## src/rtl/sn76489_cmd_writer_if.sv

```systemverilog
// Command and PSG bus bundle for sn76489_cmd_writer.
// The slave modport is the writer itself; master is the surrounding system
// (sound-register decoder on the command side, PSG model on the bus side).
interface sn76489_cmd_writer_if;
  logic       cmd_valid_i;
  logic       cmd_ready_o;
  logic [1:0] cmd_chan_i;
  logic       cmd_vol_i;
  logic [9:0] cmd_data_i;
  logic       psg_ce_n_o;
  logic       psg_we_n_o;
  logic [0:7] psg_d_o;
  logic       psg_ready_i;
  logic       busy_o;
  logic       err_o;

  modport slave (
    input  cmd_valid_i, cmd_chan_i, cmd_vol_i, cmd_data_i, psg_ready_i,
    output cmd_ready_o, psg_ce_n_o, psg_we_n_o, psg_d_o, busy_o, err_o
  );

  modport master (
    output cmd_valid_i, cmd_chan_i, cmd_vol_i, cmd_data_i, psg_ready_i,
    input  cmd_ready_o, psg_ce_n_o, psg_we_n_o, psg_d_o, busy_o, err_o
  );
endinterface

```

## src/rtl/sn76489_cmd_writer.sv

```systemverilog
// Host-side command encoder and bus sequencer for the SN76489 PSG.
// Channel-level commands are queued, encoded into latch/data bytes and
// written to the PSG one complete ce_n/we_n cycle per byte, waiting on
// psg_ready_i with a timeout that abandons a stuck byte and flags err_o.
module sn76489_cmd_writer #(
  parameter int FIFO_DEPTH = 4,
  parameter int STROBE_MIN = 2,
  parameter int TIMEOUT    = 255
) (
  input  logic                   clock_i,
  input  logic                   res_i,
  sn76489_cmd_writer_if.slave    bus
);

  localparam int AW = $clog2(FIFO_DEPTH);
  localparam int CW = $clog2(TIMEOUT + 1);

  localparam logic [AW:0]   DEPTH_C      = (AW + 1)'(FIFO_DEPTH);
  localparam logic [CW-1:0] STROBE_MIN_C = CW'(STROBE_MIN);
  localparam logic [CW-1:0] TIMEOUT_C    = CW'(TIMEOUT);

  typedef struct packed {
    logic [1:0] chan;
    logic       vol;
    logic [9:0] data;
  } cmd_t;

  typedef enum logic [1:0] {
    IDLE,
    SETUP,
    STROBE,
    RELEASE
  } state_t;

  // FIFO
  cmd_t          mem [FIFO_DEPTH];
  logic [AW-1:0] wr_ptr;
  logic [AW-1:0] rd_ptr;
  logic [AW:0]   count;
  logic [AW:0]   count_next;
  logic          push;
  logic          pop;
  cmd_t          head;

  // Sequencer
  state_t        state;
  state_t        state_next;
  logic          load_a;
  logic          load_b;
  logic          timeout_hit;
  logic          strobe_n;
  logic [CW-1:0] cnt;
  logic          b_pending;
  logic [0:7]    b_byte;
  logic [0:7]    psg_d;
  logic [0:7]    byte_a;
  logic [3:0]    field;
  logic          busy;
  logic          err;

  // Readiness depends only on the registered count, so a pop in the same
  // cycle never makes room for a push.
  assign bus.cmd_ready_o = (count < DEPTH_C);
  assign push            = bus.cmd_valid_i && bus.cmd_ready_o;
  assign head            = mem[rd_ptr];

  // Command storage: written on accepted pushes only.
  // NOTE: the storage array has no reset; only pointers and count define
  // which entries are valid, and resetting RAM would cost flops for nothing.
  always_ff @(posedge clock_i) begin
    if (push) begin
      mem[wr_ptr] <= '{chan: bus.cmd_chan_i, vol: bus.cmd_vol_i, data: bus.cmd_data_i};
    end
  end

  // Occupancy after this cycle's push/pop; a simultaneous pair cancels.
  always_comb begin
    count_next = count;
    if (push && !pop) begin
      count_next = count + 1'b1;
    end else if (!push && pop) begin
      count_next = count - 1'b1;
    end
  end

  // FIFO pointers and occupancy.
  // NOTE: sequential state uses non-blocking assignments so every flop
  // samples pre-edge values regardless of block ordering.
  always_ff @(posedge clock_i) begin
    if (res_i) begin
      wr_ptr <= '0;
      rd_ptr <= '0;
      count  <= '0;
    end else begin
      if (push) wr_ptr <= wr_ptr + 1'b1;
      if (pop)  rd_ptr <= rd_ptr + 1'b1;
      count <= count_next;
    end
  end

  // Latch byte encoding of the FIFO head: noise control uses 3 data bits,
  // every other register takes the low nibble.
  always_comb begin
    field = head.data[3:0];
    if (!head.vol && head.chan == 2'd3) begin
      field = {1'b0, head.data[2:0]};
    end
    byte_a = {1'b1, head.chan, head.vol, field};
  end

  // FSM state register.
  always_ff @(posedge clock_i) begin
    if (res_i) begin
      state <= IDLE;
    end else begin
      state <= state_next;
    end
  end

  // FSM next state and per-state controls.
  // NOTE: every output of this block gets a default first so no path
  // through the case leaves a signal unassigned and infers a latch.
  always_comb begin
    state_next  = state;
    pop         = 1'b0;
    load_a      = 1'b0;
    load_b      = 1'b0;
    timeout_hit = 1'b0;
    strobe_n    = 1'b1;
    case (state)
      IDLE: begin
        if (count != '0) begin
          pop        = 1'b1;
          load_a     = 1'b1;
          state_next = SETUP;
        end
      end
      SETUP: begin
        state_next = STROBE;
      end
      STROBE: begin
        strobe_n = 1'b0;
        if (cnt >= STROBE_MIN_C && bus.psg_ready_i) begin
          state_next = RELEASE;
        end else if (cnt == TIMEOUT_C) begin
          timeout_hit = 1'b1;
          state_next  = RELEASE;
        end
      end
      RELEASE: begin
        if (b_pending) begin
          load_b     = 1'b1;
          state_next = SETUP;
        end else begin
          state_next = IDLE;
        end
      end
      default: state_next = IDLE;
    endcase
  end

  // Data byte, pending second byte, strobe counter and status flags.
  always_ff @(posedge clock_i) begin
    if (res_i) begin
      psg_d     <= '0;
      b_byte    <= '0;
      b_pending <= 1'b0;
      cnt       <= '0;
      err       <= 1'b0;
      busy      <= 1'b0;
    end else begin
      if (load_a) begin
        psg_d     <= byte_a;
        b_byte    <= {2'b00, head.data[9:4]};
        b_pending <= !head.vol && (head.chan != 2'd3);
      end else if (load_b) begin
        psg_d     <= b_byte;
        b_pending <= 1'b0;
      end
      // Counter reads 1 in the first STROBE cycle; it never passes TIMEOUT.
      if (state == SETUP) begin
        cnt <= CW'(1);
      end else if (state == STROBE) begin
        cnt <= cnt + 1'b1;
      end
      if (timeout_hit) begin
        err <= 1'b1;
      end
      busy <= (state_next != IDLE) || (count_next != '0);
    end
  end

  assign bus.psg_ce_n_o = strobe_n;
  assign bus.psg_we_n_o = strobe_n;
  assign bus.psg_d_o    = psg_d;
  assign bus.busy_o     = busy;
  assign bus.err_o      = err;

endmodule

```

## src/flat_wrapper.sv

```systemverilog
// flat-port wrapper written by rule: the top's interface ports become plain ports
module sn76489_cmd_writer_flat 
#(
  parameter int FIFO_DEPTH = 4,
  parameter int STROBE_MIN = 2,
  parameter int TIMEOUT    = 255
)
  (clock_i, res_i, bus_cmd_valid_i, bus_cmd_chan_i, bus_cmd_vol_i, bus_cmd_data_i, bus_psg_ready_i, bus_cmd_ready_o, bus_psg_ce_n_o, bus_psg_we_n_o, bus_psg_d_o, bus_busy_o, bus_err_o);
  sn76489_cmd_writer_if bus_i ();
  input  logic clock_i;
  input  logic res_i;
  input wire logic [$bits(bus_i.cmd_valid_i)-1:0] bus_cmd_valid_i;
  input wire logic [$bits(bus_i.cmd_chan_i)-1:0] bus_cmd_chan_i;
  input wire logic [$bits(bus_i.cmd_vol_i)-1:0] bus_cmd_vol_i;
  input wire logic [$bits(bus_i.cmd_data_i)-1:0] bus_cmd_data_i;
  input wire logic [$bits(bus_i.psg_ready_i)-1:0] bus_psg_ready_i;
  output wire logic [$bits(bus_i.cmd_ready_o)-1:0] bus_cmd_ready_o;
  output wire logic [$bits(bus_i.psg_ce_n_o)-1:0] bus_psg_ce_n_o;
  output wire logic [$bits(bus_i.psg_we_n_o)-1:0] bus_psg_we_n_o;
  output wire logic [$bits(bus_i.psg_d_o)-1:0] bus_psg_d_o;
  output wire logic [$bits(bus_i.busy_o)-1:0] bus_busy_o;
  output wire logic [$bits(bus_i.err_o)-1:0] bus_err_o;
  assign bus_i.cmd_valid_i = bus_cmd_valid_i;
  assign bus_i.cmd_chan_i = bus_cmd_chan_i;
  assign bus_i.cmd_vol_i = bus_cmd_vol_i;
  assign bus_i.cmd_data_i = bus_cmd_data_i;
  assign bus_i.psg_ready_i = bus_psg_ready_i;
  assign bus_cmd_ready_o = bus_i.cmd_ready_o;
  assign bus_psg_ce_n_o = bus_i.psg_ce_n_o;
  assign bus_psg_we_n_o = bus_i.psg_we_n_o;
  assign bus_psg_d_o = bus_i.psg_d_o;
  assign bus_busy_o = bus_i.busy_o;
  assign bus_err_o = bus_i.err_o;
  sn76489_cmd_writer #(.FIFO_DEPTH(FIFO_DEPTH), .STROBE_MIN(STROBE_MIN), .TIMEOUT(TIMEOUT)) u_core (.clock_i(clock_i), .res_i(res_i), .bus(bus_i));
endmodule
```

## config.mk

```make
export PLATFORM = sky130hd
export DESIGN_NAME = sn76489_cmd_writer_flat
export DESIGN_NICKNAME = d
export VERILOG_FILES = /design/src/rtl/sn76489_cmd_writer_if.sv /design/src/rtl/sn76489_cmd_writer.sv /design/src/flat_wrapper.sv
export SDC_FILE = /design/constraint.sdc
export NUM_CORES = 1
export LEC_CHECK = 0
export CAP_MARGIN = 20
export CORE_ASPECT_RATIO = 1.5
export CORE_MARGIN = 2
export CORE_UTILIZATION = 45
export DETAILED_ROUTE_END_ITERATION = 8
export SLEW_MARGIN = 20
export SYNTH_ARGS = -nofsm -noshare
export SYNTH_HDL_FRONTEND = slang
export SYNTH_SLANG_ARGS = --single-unit
```

## constraint.sdc

```tcl
create_clock -name clock_i -period 2.9 [get_ports clock_i]
set_input_delay 0.58 -clock clock_i [delete_from_list [all_inputs] [get_ports clock_i]]
set_output_delay 0.58 -clock clock_i [all_outputs]
set_load 0.02 [all_outputs]
```

==> impl_metrics.env <==
export IMPL_synth_edff_count=52
export IMPL_worst_path_buf_inv=3
export IMPL_grt_overflow=0
export IMPL_synth_common_cells="edfxtp_1, dfxtp_1, nor2_1, nand2_1, a21oi_1"
export IMPL_hpwl_um=4290
export IMPL_wl_um=6230
export IMPL_finish_utilization_pct=54.8
export IMPL_grt_pass1_wl_um=10500
export IMPL_ys_types=40
export IMPL_fin_worst_skew_ps=6.32
export IMPL_post_dp_cell_area_um2=4020
export IMPL_num_vias=2113
export IMPL_io_buffer_count=29
export IMPL_ys_seq_area_share_pct=63.0
export IMPL_slew_headroom_pct=57.9
export IMPL_crit_chain="inv_1 > ha_1 > inv_1 > clkdlybuf4s50_1"
export IMPL_cp_end_kind="output pin"
export IMPL_io_pins=30
export IMPL_fillers=688
export IMPL_insertion_delay_ps=340
export IMPL_placed_cells=400
export IMPL_finish_cell_count_without_fillers=416
export IMPL_final_cell_area_um2=4330
export IMPL_max_freq_mhz=403
export IMPL_detail_route_antenna_nets=0
export IMPL_worstSetupPathType="flip-flop to output pin"
export IMPL_finalSetupViolations=0
export IMPL_wl_per_cell_um=15.0
export IMPL_rows=40
export IMPL_drive_gt1_share_pct=12.9
export IMPL_synthFlopType="edfxtp_1"
export IMPL_wl_met1_um=2610
export IMPL_yosysTopAreaCell="edfxtp_1"
export IMPL_cts_root_buf="clkbuf_16"
export IMPL_wl_met3_um=173
export IMPL_hold_violations=0
export IMPL_tightestPinTransition_ps=630
export IMPL_synth_area_um2=3620
export IMPL_ir_drop_mv=0.496
export IMPL_grt_pass1_vias=2117
export IMPL_rsz0062_at_grt="no"
export IMPL_async_flop_share_pct=0
export IMPL_fin_crit_sh_pct=85.5
export IMPL_drt_pass1_iter_count=4
export IMPL_die_y_um=114
export IMPL_worst_path_dominant_cell_family="buffers and inverters"
export IMPL_coreArea_um2=7910
export IMPL_cts_tree="built"
export IMPL_dieArea_um2=8800
export IMPL_cp_max_fo=7
export IMPL_syn_nets=302
export IMPL_grt_total_usage_pct=15.9
export IMPL_cpPeakStageDelay_ps=600
export IMPL_worstSetupStartpointType="flip-flop"
export IMPL_numCtsBuffers=9
export IMPL_fin_nets=337
export IMPL_p_leak_nw=1.50
export IMPL_synth_warnings=0
export IMPL_htree_levels=3
export IMPL_ys_seq_elements=88
export IMPL_diodes=0
export IMPL_clock_sinks=88
export IMPL_setup_tns_ps=0
export IMPL_maxCapViolations=0
export IMPL_start_util_pct=45.8
export IMPL_top_layer="met4"
export IMPL_powerDensity_nw_per_um2=907
export IMPL_synth_area_top_cells="edfxtp_1, dfxtp_1, mux4_2"
export IMPL_finalMaxSlewViolations=0
export IMPL_grt_antenna_before_repair=0
export IMPL_drcViolationCount=0
export IMPL_cts_resized=0
export IMPL_cts_hold_buf=0
export IMPL_via_per_inst=5.08
export IMPL_cpMostUsedCell="inv_1"
export IMPL_cts_setup_buffers=0
export IMPL_dr_first_iter_drc_count=183
export IMPL_synth_top_area_share_pct=43.1
export IMPL_min_period_ps=2480
export IMPL_cpMaxStageDelayCell="clkdlybuf4s50_1"
export IMPL_multi_input_area_um2=1210
export IMPL_route_met2_wl_um=3290
export IMPL_crit_required_ps=2320
export IMPL_synthCells=271
export IMPL_clk_pin_slew_ps=60
export IMPL_outcome="completed"
export IMPL_seqCellArea_um2=2280
export IMPL_grt_start_max_net_pins=22
export IMPL_clock_tree_buffer_depth=2
export IMPL_crit_arrival_ps=1900
export IMPL_area_delta_synth_final_pct=19.6
export IMPL_die_width_um=77.3
export IMPL_yosysMostFrequentCell="edfxtp_1"
export IMPL_hp_class="flip-flop to flip-flop"
export IMPL_gp_congestion=0.703
export IMPL_synth_avg_cell_area_um2=13.4
-- worst paths after layout --
path	startpoint	endpoint	slack (ps)	cells after the start
worst max-delay path	u_core.state[0]	bus_psg_ce_n_o	420	4
worst min-delay path	u_core.b_byte[4]	u_core.b_byte[4]	460	2
worst max register to register	u_core.state[0]	u_core.bus.busy_o	920	7
worst min register to register	u_core.b_byte[4]	u_core.b_byte[4]	460	2
-- state kept, by name (all words and copies together), names as in the netlist, named ones only --
name and cells:
u_core.bus.err_o 1, u_core.cnt 8, u_core.count 3, u_core.b_pending 1
u_core.wr_ptr 2, u_core.bus.psg_d_o 8, u_core.mem 52, u_core.bus.busy_o 1
u_core.rd_ptr 2, u_core.b_byte 6, u_core.state 2
-- stage by stage --
step	hold slack [ps]	power, mW	setup WS, ps
2_1_floorplan	436	2.46	1100
3_3_place_gp	445	2.78	700
3_5_place_dp	448	2.79	671
4_1_cts	457	3.97	399
5_1_grt	479	4.16	291
6_report	456	3.93	419
-- where the power goes --
| part | switching, mW | total, mW | internal, mW |
|---|---|---|---|
| clock network | 0.453 | 1.17 | 0.722 |
| registers | 0.150 | 1.69 | 1.54 |
| logic | 0.568 | 1.06 | 0.493 |
| total | 1.17 | 3.93 | 2.76 |
-- layout by cell type (no fill, tap or decap), types with 2 or more instances in the layout --
cell / count
nand2b_1: 2
a311oi_1: 5
a21oi_1: 16
inv_1: 11
nand2_1: 26
or3_1: 2
clkbuf_1: 2
edfxtp_1: 52
a211oi_1: 3
mux4_2: 13
buf_4: 8
nor2_1: 31
xnor2_1: 4
nand3_1: 7
dfxtp_1: 36
and2_1: 7
xor2_1: 5
o21ai_0: 2
nand4_1: 4
clkdlybuf4s50_1: 29
clkbuf_16: 10
ha_1: 14
-- worst reg2reg max path: stages (launching register included) --
cell and delay [ps]:
dfxtp_1 440, inv_1 120, ha_1 310, and2_1 200, a221oi_2 200, xnor2_1 170
a31oi_1 100, or3_1 310
-- per-layer routing --
layer	vias to the layer above	GRT usage [%]
li1	1058	-
met1	1009	17.7
met4	0	8.21
met5	-	0
met3	13	3.64
met2	33	28.2
-- cells by family after synthesis --
family	Yosys count	synth area share, %
xor gates and xnor gates	9	2.18
adders and majority gates	14	4.84
buffers and inverters	24	3.45
DFF	88	63.0
AOI/OAI and AO/OA	36	7.32
and+or+nand+nor	86	10.8
muxes	14	8.36
-- area by class of cell --
| class | instances | area share (%) |
|---|---|---|
| Timing Repair Buffer | 37 | 8.09 |
| Multi-Input combinational cell | 159 | 28.1 |
| Tap cell | 105 | 3.03 |
| Inverter | 11 | 0.953 |
| Sequential cell | 88 | 52.7 |
| Clock inverter | 4 | 1.21 |
| Clock buffer | 12 | 5.95 |
(Power assumes the default switching activity.)
